===== src/rtl/branch_pc_unit_if.sv =====
// Port bundle between the D-stage decode/compare logic and the fetch PC unit.
// Flow control: there is no valid/ready pair; stall=1 means every other input is ignored that cycle.
interface branch_pc_unit_if;
  logic        stall;
  logic [31:0] d_pc;
  logic        is_branch;
  logic        br;
  logic [15:0] imm16;
  logic        is_j;
  logic [25:0] instr_index;
  logic        is_jr;
  logic [31:0] jr_target;
  logic [31:0] pc_f;
  logic [31:0] pc_plus8_d;
  logic        flush_d;
  logic [31:0] br_cnt;
  logic [31:0] taken_cnt;
  logic        adel_f;

  modport master (
    output stall, d_pc, is_branch, br, imm16, is_j, instr_index, is_jr, jr_target,
    input  pc_f, pc_plus8_d, flush_d, br_cnt, taken_cnt, adel_f
  );

  modport slave (
    input  stall, d_pc, is_branch, br, imm16, is_j, instr_index, is_jr, jr_target,
    output pc_f, pc_plus8_d, flush_d, br_cnt, taken_cnt, adel_f
  );
endinterface


===== src/rtl/branch_pc_unit.sv =====
// Fetch-stage PC register with next-PC select, branch statistics and sticky misaligned-fetch flag.
// Optional macro BRANCH_PC_DELAY_SLOT_EN: keep delay slots (flush_d tied low) instead of squashing them.
module branch_pc_unit #(
  parameter logic [31:0] RESET_PC = 32'h0000_3000
) (
  input  logic              clk,
  input  logic              reset_n,
  branch_pc_unit_if.slave   bus
);

  logic [31:0] pc_q;
  logic [31:0] br_cnt_q;
  logic [31:0] taken_cnt_q;
  logic        adel_q;

  logic [31:0] d_pc_plus4;
  logic [31:0] br_offset;
  logic [31:0] br_target;
  logic [31:0] j_target;
  logic        br_taken;
  logic [31:0] next_pc;

  assign d_pc_plus4 = bus.d_pc + 32'd4;
  assign br_offset  = {{14{bus.imm16[15]}}, bus.imm16, 2'b00};
  assign br_target  = d_pc_plus4 + br_offset;
  assign j_target   = {d_pc_plus4[31:28], bus.instr_index, 2'b00};
  assign br_taken   = bus.is_branch & bus.br;

  // Overlapping decode flags are resolved by this order rather than flagged.
  always_comb begin
    next_pc = pc_q + 32'd4;
    if (bus.is_jr) begin
      next_pc = bus.jr_target;
    end else if (bus.is_j) begin
      next_pc = j_target;
    end else if (br_taken) begin
      next_pc = br_target;
    end
  end

  always_ff @(posedge clk) begin
    if (!reset_n) begin
      pc_q        <= RESET_PC;
      br_cnt_q    <= 32'd0;
      taken_cnt_q <= 32'd0;
      adel_q      <= 1'b0;
    end else if (!bus.stall) begin
      pc_q <= next_pc;
      if (bus.is_branch && (br_cnt_q != 32'hFFFF_FFFF)) begin
        br_cnt_q <= br_cnt_q + 32'd1;
      end
      if (br_taken && (taken_cnt_q != 32'hFFFF_FFFF)) begin
        taken_cnt_q <= taken_cnt_q + 32'd1;
      end
      if (next_pc[1:0] != 2'b00) begin
        adel_q <= 1'b1;
      end
    end
  end

  assign bus.pc_f       = pc_q;
  assign bus.pc_plus8_d = bus.d_pc + 32'd8;
  assign bus.br_cnt     = br_cnt_q;
  assign bus.taken_cnt  = taken_cnt_q;
  assign bus.adel_f     = adel_q;

`ifdef BRANCH_PC_DELAY_SLOT_EN
  assign bus.flush_d = 1'b0;
`else
  // Squash the sequential fetch that is already on its way into D.
  logic redir;
  assign redir       = (bus.is_jr | bus.is_j | br_taken) & ~bus.stall;
  assign bus.flush_d = redir & reset_n;
`endif

endmodule


===== src/flat_wrapper.sv =====
// flat-port wrapper written by rule: the top's interface ports become plain ports
module branch_pc_unit_flat 
#(
  parameter logic [31:0] RESET_PC = 32'h0000_3000
)
  (clk, reset_n, bus_stall, bus_d_pc, bus_is_branch, bus_br, bus_imm16, bus_is_j, bus_instr_index, bus_is_jr, bus_jr_target, bus_pc_f, bus_pc_plus8_d, bus_flush_d, bus_br_cnt, bus_taken_cnt, bus_adel_f);
  branch_pc_unit_if bus_i ();
  input  logic clk;
  input  logic reset_n;
  input wire logic [$bits(bus_i.stall)-1:0] bus_stall;
  input wire logic [$bits(bus_i.d_pc)-1:0] bus_d_pc;
  input wire logic [$bits(bus_i.is_branch)-1:0] bus_is_branch;
  input wire logic [$bits(bus_i.br)-1:0] bus_br;
  input wire logic [$bits(bus_i.imm16)-1:0] bus_imm16;
  input wire logic [$bits(bus_i.is_j)-1:0] bus_is_j;
  input wire logic [$bits(bus_i.instr_index)-1:0] bus_instr_index;
  input wire logic [$bits(bus_i.is_jr)-1:0] bus_is_jr;
  input wire logic [$bits(bus_i.jr_target)-1:0] bus_jr_target;
  output wire logic [$bits(bus_i.pc_f)-1:0] bus_pc_f;
  output wire logic [$bits(bus_i.pc_plus8_d)-1:0] bus_pc_plus8_d;
  output wire logic [$bits(bus_i.flush_d)-1:0] bus_flush_d;
  output wire logic [$bits(bus_i.br_cnt)-1:0] bus_br_cnt;
  output wire logic [$bits(bus_i.taken_cnt)-1:0] bus_taken_cnt;
  output wire logic [$bits(bus_i.adel_f)-1:0] bus_adel_f;
  assign bus_i.stall = bus_stall;
  assign bus_i.d_pc = bus_d_pc;
  assign bus_i.is_branch = bus_is_branch;
  assign bus_i.br = bus_br;
  assign bus_i.imm16 = bus_imm16;
  assign bus_i.is_j = bus_is_j;
  assign bus_i.instr_index = bus_instr_index;
  assign bus_i.is_jr = bus_is_jr;
  assign bus_i.jr_target = bus_jr_target;
  assign bus_pc_f = bus_i.pc_f;
  assign bus_pc_plus8_d = bus_i.pc_plus8_d;
  assign bus_flush_d = bus_i.flush_d;
  assign bus_br_cnt = bus_i.br_cnt;
  assign bus_taken_cnt = bus_i.taken_cnt;
  assign bus_adel_f = bus_i.adel_f;
  branch_pc_unit #(.RESET_PC(RESET_PC)) u_core (.clk(clk), .reset_n(reset_n), .bus(bus_i));
endmodule

===== config.mk =====
export PLATFORM = sky130hd
export DESIGN_NAME = branch_pc_unit_flat
export DESIGN_NICKNAME = d
export VERILOG_FILES = /design/src/rtl/branch_pc_unit_if.sv /design/src/rtl/branch_pc_unit.sv /design/src/flat_wrapper.sv
export SDC_FILE = /design/constraint.sdc
export NUM_CORES = 1
export LEC_CHECK = 0
export CAP_MARGIN = 10
export CORE_MARGIN = 5
export CORE_UTILIZATION = 44
export DETAILED_ROUTE_END_ITERATION = 16
export GPL_ROUTABILITY_DRIVEN = 0
export PLACE_DENSITY_LB_ADDON = 0.2
export SYNTH_ARGS = -nofsm -noshare
export SYNTH_HDL_FRONTEND = slang
export SYNTH_SLANG_ARGS = --single-unit

===== constraint.sdc =====
create_clock -name clk -period 4.4 [get_ports clk]
set_input_delay 0.66 -clock clk [delete_from_list [all_inputs] [get_ports clk]]
set_output_delay 0.66 -clock clk [all_outputs]
set_load 0.01 [all_outputs]

==> results of run 1 <==
## kinds of logic (layout without fill, tap and decap cells)
kind of cell	after synthesis	after routing	synth area share
xor gates and xnor gates	147	147	0.162
AOI/OAI and AO/OA	245	245	0.203
buffers and inverters	78	350	0.0386
adders and majority gates	39	39	0.0625
muxes	6	6	0.00773
DFF	97	97	0.245
and+or+nand+nor	464	464	0.281
## sequential cells by signal, indices dropped and copies added, names as in the netlist
name / count
u_core.bus.br_cnt: 32
u_core.bus.adel_f: 1
u_core.bus.pc_f: 32
u_core.bus.taken_cnt: 32
## Yosys cell counts, types with 3 or more instances
library cell,instances,share of area
o211ai_1,20,0.019
a41oi_1,3,0.0033
a21o_1,17,0.016
xor2_1,70,0.077
a211oi_1,19,0.018
dfxtp_1,97,0.24
buf_4,3,0.0028
a221oi_1,3,0.0033
a31oi_1,9,0.0071
xnor2_1,77,0.085
and3_1,17,0.013
nand3_1,67,0.042
nand4_1,33,0.026
o21bai_1,5,0.0047
nor4_1,13,0.010
buf_1,3,0.0014
and2_1,18,0.014
or3_1,12,0.0095
o221ai_1,11,0.012
ha_1,38,0.060
clkbuf_1,43,0.020
nor2b_1,7,0.0055
mux2i_1,5,0.0063
nor3_1,22,0.014
nand2b_1,4,0.0032
inv_1,26,0.012
o221a_2,3,0.0043
and4_1,11,0.012
a21oi_1,60,0.038
o21ai_0,57,0.036
nor2_1,126,0.060
o311ai_0,4,0.0044
a22o_1,3,0.0033
nand2_1,123,0.058
a22oi_1,4,0.0038
## critical path, delay by kind of cell
| kind | cells | cell delay, ns |
|---|---|---|
| adders and majority gates | 2 | 0.50 |
| xor gates and xnor gates | 1 | 0.15 |
| AOI/OAI and AO/OA | 7 | 1.45 |
| buffers and inverters | 3 | 0.85 |
| and+or+nand+nor | 4 | 0.85 |
## what timing repair did
action | in CTS | in global routing
gates resized for setup | 0 | 3
endpoints found under the setup margin | 0 | 3
setup buffers | 0 | 0
## per-stage QoR
step                      TNS, ns  hold slack (ns)  worst slack [ns]  std cells  utilization
after floorplan                 0            0.494             0.150       1076            -
after global placement    -0.0755            0.464           -0.0618       1561        0.612
after detailed placement   -0.341            0.483            -0.128       1561        0.612
after CTS                       0            0.497             0.231       1577        0.629
after global routing            0            0.517            0.0175       1577        0.629
final                           0            0.498             0.220       1577        0.629
## final cells by class
cell class	instances	share of cell area
multi-input cells	901	0.507
well taps	229	0.0255
clock inverters	6	0.00501
repair buffers	307	0.259
clock buffers	10	0.0213
flip-flops and latches	97	0.173
inverters	27	0.00902
## routing by layer
| layer | vias up | share of wire | global-route usage |
|---|---|---|---|
| met1 | 4086 | 0.45 | 0.342 |
| met3 | 49 | 0.081 | 0.0513 |
| met4 | 4 | 0.026 | 0.0825 |
| li1 | 4398 | - | - |
| met2 | 362 | 0.44 | 0.397 |
| met5 | - | 0.00052 | 0 |
## layout by cell type, fill, tap and decap left out, types with 25 or more instances in the layout
cell type / n
clkdlybuf4s50_1: 242
o21ai_0: 57
buf_4: 65
xnor2_1: 76
nor2_1: 126
nand4_1: 33
nand3_1: 67
a21oi_1: 60
ha_1: 38
nand2_1: 123
xor2_1: 70
dfxtp_1: 97
inv_1: 25
## path summary, 6_finish.rpt
path | endpoint | slack, ns | start | cells after the start
setup / recovery | u_core.bus.pc_f[30]$_SDFFE_PN0N_ | 0.22 | bus_d_pc[3] | 17
hold / removal | u_core.bus.pc_f[20]$_SDFFE_PN0N_ | 0.50 | u_core.bus.pc_f[20]$_SDFFE_PN0N_ | 2
setup reg to reg | u_core.bus.pc_f[31]$_SDFFE_PN0N_ | 1.50 | u_core.bus.pc_f[4]$_SDFFE_PN0N_ | 7
hold reg to reg | u_core.bus.pc_f[20]$_SDFFE_PN0N_ | 0.50 | u_core.bus.pc_f[20]$_SDFFE_PN0N_ | 2
## power groups by stage
| stage | registers (mW) | logic (mW) | clock network [mW] |
|---|---|---|---|
| 2_1_floorplan | 0.963 | 0.387 | 0 |
| 3_3_place_gp | 0.957 | 0.745 | 0 |
| 3_5_place_dp | 0.959 | 0.752 | 0 |
| 4_1_cts | 0.938 | 0.757 | 0.804 |
| 5_1_grt | 0.944 | 0.832 | 0.840 |
| 6_report | 0.939 | 0.763 | 0.785 |
==> impl_metrics.env, run 1 <==
export IMPL_port_buffer_count=242
export IMPL_cts_tree="yes"
export IMPL_min_delay_path_class="flip-flop to flip-flop"
export IMPL_p_sw_frac=0.319
export IMPL_rsz0062_at_grt="false"
export IMPL_grt_pass1_wl_um=42200
export IMPL_synthFlopType="dfxtp_1"
export IMPL_maxCapViolations=0
export IMPL_finalSetupViolCount=0
export IMPL_syn_nets=1228
export IMPL_avgRoutedWirePerCell_um=17.1
export IMPL_grt_max_degree=53
export IMPL_switchingPower_mw=0.794
export IMPL_nFillCells=1641
export IMPL_first_pass_iters=5
export IMPL_crit_fanout=4
export IMPL_cts_path_max_buffers=2
export IMPL_chipHeight_um=144
export IMPL_drc_errors=0
export IMPL_place_area_um2=10900
export IMPL_max_freq_mhz=239
export IMPL_clk_transition_reported_paths_ns=0.07
export IMPL_critPathMaxStageDelay_ns=0.48
export IMPL_netlist_area_um2=7930
export IMPL_hold_buffers=0
export IMPL_cts_buffers=9
export IMPL_viasPerCell=5.64
export IMPL_crit_slowest_cell="clkdlybuf4s50_1"
export IMPL_pwr_share_comb=0.307
export IMPL_finalHoldViolCount=0
export IMPL_synth_seq_cells=97
export IMPL_seqPwrFrac=0.378
export IMPL_synthCells=1076
export IMPL_track_usage=0.250
export IMPL_drv_slew=0
export IMPL_critical_path_arrival_ns=4.46
export IMPL_crit_type="input port to flip-flop"
export IMPL_synth_seq_area_share=0.245
export IMPL_fin_nets=1495
export IMPL_critical_path_startpoint_type="input port"
export IMPL_gr_total_overflow=0
export IMPL_yosysUniqueCellTypes=66
export IMPL_area_sequential_um2=1940
export IMPL_rows=49
export IMPL_core_area_um2=17800
export IMPL_skew_ns=0.00902
export IMPL_synth_edf_count=0
export IMPL_multi_input_area_um2=5700
export IMPL_ys_async_sr_fraction=0
export IMPL_p_per_area_nw_per_um2=221
export IMPL_syn_to_final_growth_pct=41.6
export IMPL_start_util=0.445
export IMPL_drt_iter0_markers=819
export IMPL_status="finished clean"
export IMPL_wirelength_um=27000
export IMPL_min_period_ns=4.18
export IMPL_dr_total_vias=8899
export IMPL_ioPinCount=243
export IMPL_leakage_nw=4.23
export IMPL_post_route_period_util=0.950
export IMPL_tightest_slew_ns=0.978
export IMPL_ys_warn_count=0
export IMPL_p_int_mw=1.69
export IMPL_ir_worst_vdd_mv=0.178
export IMPL_fin_area_um2=11200
export IMPL_grt_pass1_vias=8332
export IMPL_dpl_hpwl_um=21500
export IMPL_slew_headroom=0.346
export IMPL_cp_cell_sequence="clkdlybuf4s50_1 > ha_1 > nand3_1 > buf_4 > nor4_1 > buf_4 > nand3_1 > xnor2_1 > ha_1 > a21oi_1 > o221ai_1 > a21oi_1 > o211ai_1 > a221oi_1 > o21ai_0 > or3_1 > a32oi_1"
export IMPL_antennaDiodeCount=0
export IMPL_crit_required_ns=4.67
export IMPL_clk_latency_ns=0.35
export IMPL_final_layout_size_suffix_gt1_frac=0.0712
export IMPL_cts_htree_levels=3
export IMPL_antenna_found_initial=2
export IMPL_ant_nets=0
export IMPL_endpoint_kind="flip-flop"
export IMPL_power_mw=2.49
export IMPL_cts_root_buf="clkbuf_16"
export IMPL_die_x_um=144
export IMPL_synth_avg_cell_area_um2=7.37
export IMPL_clkPwrFrac=0.316
export IMPL_cts_sinks=97
export IMPL_dieArea_um2=20800
(Power assumes the default switching activity.)
==> run 2: changes to the inputs <==
Settings changed: PLACE_DENSITY set to 0.77, PLACE_DENSITY_LB_ADDON 0.2 to unset, SETUP_SLACK_MARGIN set to 0.5.
==> run 2 against run 1 <==
Hold slack worse by 0.014 ns. Sequential share of layout area is 0.46 points lower. Clock power is 1% higher. Combinational power is 4.2% higher. Die area stayed put. Register-to-register slack better by 0.07 ns. Sequential cell count stayed put. Cell count is 0.63% higher. Sequential power hardly changed. Wire length is 4.0% higher. Power is 1.7% higher. Critical endpoint unchanged.
==> impl_metrics.env, run 2 (synthesis results as in run 1) <==
export IMPL_cts_root_buf="clkbuf_16"
export IMPL_r2r_setup_slack_ns=1.57
export IMPL_final_cells=1587
export IMPL_tightest_slew_ns=0.837
export IMPL_gr_total_overflow=0
export IMPL_ant_nets=0
export IMPL_rsz0062_at_grt="false"
export IMPL_cts_buffers=9
export IMPL_antennaDiodeCount=0
export IMPL_setup_worst_path_end="u_core.bus.pc_f[30]$_SDFFE_PN0N_"
export IMPL_status="finished clean"
export IMPL_area_sequential_um2=1940
export IMPL_drt_iter0_markers=804
export IMPL_leakage_nw=4.44
export IMPL_viasPerCell=5.72
export IMPL_p_sw_frac=0.325
export IMPL_crit_fanout=3
export IMPL_final_common_cell="clkdlybuf4s50_1"
export IMPL_fin_nets=1505
export IMPL_switchingPower_mw=0.822
export IMPL_track_usage=0.254
export IMPL_cp_startpoint="bus_d_pc[3]"
export IMPL_crit_type="input port to flip-flop"
export IMPL_ir_worst_vdd_mv=0.274
export IMPL_port_buffer_count=242
export IMPL_place_inst=1563
export IMPL_worst_slack_ns=0.615
export IMPL_cts_path_max_buffers=2
export IMPL_dr_total_vias=9080
export IMPL_critical_path_arrival_ns=4.06
export IMPL_finalSetupViolCount=0
export IMPL_grt_max_degree=66
export IMPL_r2r_start="u_core.bus.pc_f[4]$_SDFFE_PN0N_"
export IMPL_maxCapViolations=0
export IMPL_nFillCells=1529
export IMPL_post_route_period_util=0.860
export IMPL_skew_ns=0.0128
export IMPL_cts_sinks=97
export IMPL_final_cell_mix="228 x clkdlybuf4s50_1, 122 x nor2_1, 119 x nand2_1, 97 x dfxtp_1, 76 x xnor2_1"
export IMPL_p_int_mw=1.71
export IMPL_grt_pass1_wl_um=42900
export IMPL_clkPwrFrac=0.315
export IMPL_antenna_found_initial=2
export IMPL_cts_htree_levels=3
export IMPL_ioPinCount=243
export IMPL_min_delay_path_class="flip-flop to flip-flop"
export IMPL_first_pass_iters=5
export IMPL_place_area_um2=11000
export IMPL_grt_pass1_vias=8336
export IMPL_power_mw=2.53
export IMPL_start_util=0.445
export IMPL_syn_to_final_growth_pct=45.4
export IMPL_critical_path_startpoint_type="input port"
export IMPL_dp_slack_ns=-0.00964
export IMPL_min_period_ns=3.79
export IMPL_die_x_um=144
export IMPL_finalHoldViolCount=0
export IMPL_dieArea_um2=20800
export IMPL_max_freq_mhz=264
export IMPL_clk_transition_reported_paths_ns=0.08
export IMPL_avgRoutedWirePerCell_um=17.7
export IMPL_seqPwrFrac=0.371
export IMPL_rows=49
export IMPL_crit_required_ns=4.68
export IMPL_hold_buffers=0
export IMPL_slew_headroom=0.437
export IMPL_pwr_share_comb=0.314
export IMPL_dpl_hpwl_um=22000
export IMPL_clk_latency_ns=0.35
export IMPL_wirelength_um=28100
export IMPL_endpoint_kind="flip-flop"
export IMPL_core_area_um2=17800
export IMPL_rr_worst_depth=7
export IMPL_p_per_area_nw_per_um2=219
export IMPL_fin_area_um2=11500
export IMPL_drc_errors=0
export IMPL_r2r_end="u_core.bus.pc_f[31]$_SDFFE_PN0N_"
export IMPL_chipHeight_um=144
export IMPL_cts_tree="yes"
export IMPL_drv_slew=0
export IMPL_final_layout_size_suffix_gt1_frac=0.104
export IMPL_multi_input_area_um2=5900
[run 2: changes by cell type in the layout (fill, tap and decap cells not counted), sizes merged]
cell           delta
clkdlybuf4s50    -14
buf              +10
dlymetal6s2s     +10
dlygate4sd2       +4
clkinv            +3
inv               -2
clkinvlp          -1
[run 2: metrics by stage]
stage	util	setup TNS, ns	hold slack [ns]
2_1_floorplan	-	0	0.494
3_3_place_gp	0.616	0	0.465
3_5_place_dp	0.616	-0.0148	0.479
4_1_cts	0.634	0	0.489
5_1_grt	0.647	0	0.523
6_report	0.647	0	0.484
[run 2: worst min-delay path by stage]
stage / startpoint / end / slack [ns] / cells after the start
after floorplan: u_core.bus.pc_f[20]$_SDFFE_PN0N_ / u_core.bus.pc_f[20]$_SDFFE_PN0N_ / 0.49 / 2
after global placement: u_core.bus.taken_cnt[30]$_SDFFE_PN0P_ / u_core.bus.taken_cnt[30]$_SDFFE_PN0P_ / 0.47 / 2
after detailed placement: u_core.bus.pc_f[20]$_SDFFE_PN0N_ / u_core.bus.pc_f[20]$_SDFFE_PN0N_ / 0.48 / 2
after CTS: u_core.bus.pc_f[20]$_SDFFE_PN0N_ / u_core.bus.pc_f[20]$_SDFFE_PN0N_ / 0.49 / 2
after global routing: u_core.bus.adel_f$_SDFFE_PN0P_ / u_core.bus.adel_f$_SDFFE_PN0P_ / 0.52 / 2
final: u_core.bus.pc_f[20]$_SDFFE_PN0N_ / u_core.bus.pc_f[20]$_SDFFE_PN0N_ / 0.48 / 2
[run 2: worst max-delay path, cell delays in order]
cell and delay (ns):
dlygate4sd2_1 0.26, ha_4 0.16, nand3_4 0.10, nor2_4 0.10, and3_4 0.19, and3_4 0.18, nand2_2 0.09, nor3_4 0.19
nand2_1 0.09, xnor2_1 0.12, ha_1 0.30, a21o_1 0.16, a21o_1 0.17, a21o_1 0.19, a21o_1 0.19, a221oi_2 0.27
o21ai_1 0.11, or3_1 0.33, a32oi_1 0.20
[run 2: layout make-up]
class                      count  area share
clock buffer                  10      0.0207
clock inverter                 6     0.00542
inverter                      27     0.00879
timing repair buffer         317       0.261
sequential                    97       0.168
tap                          229      0.0248
multi-input combinational    901       0.511
[run 2: per-layer routing]
layer	part of all wire	global-route usage	wire, um	vias up
li1	-	-	-	4431
met1	0.42	0.339	11800	4192
met2	0.45	0.403	12800	392
met3	0.088	0.0532	2470	61
met4	0.036	0.0987	1010	4
met5	0.0011	0	32	-
[run 2: repair_timing]
action,4_1_cts,5_1_grt
resized for setup,7,50
pin swaps,1,20
buffers inserted,0,8
setup endpoints to repair,10,16
gates cloned,0,0
hold endpoints to repair,0,0
[run 2: power by group through the flow]
stage	registers (mW)	logic, mW	clock network, mW
after detailed placement	0.959	0.759	0
after global placement	0.957	0.752	0
after floorplan	0.963	0.391	0
final	0.939	0.795	0.796
after CTS	0.938	0.765	0.805
after global routing	0.943	0.859	0.834
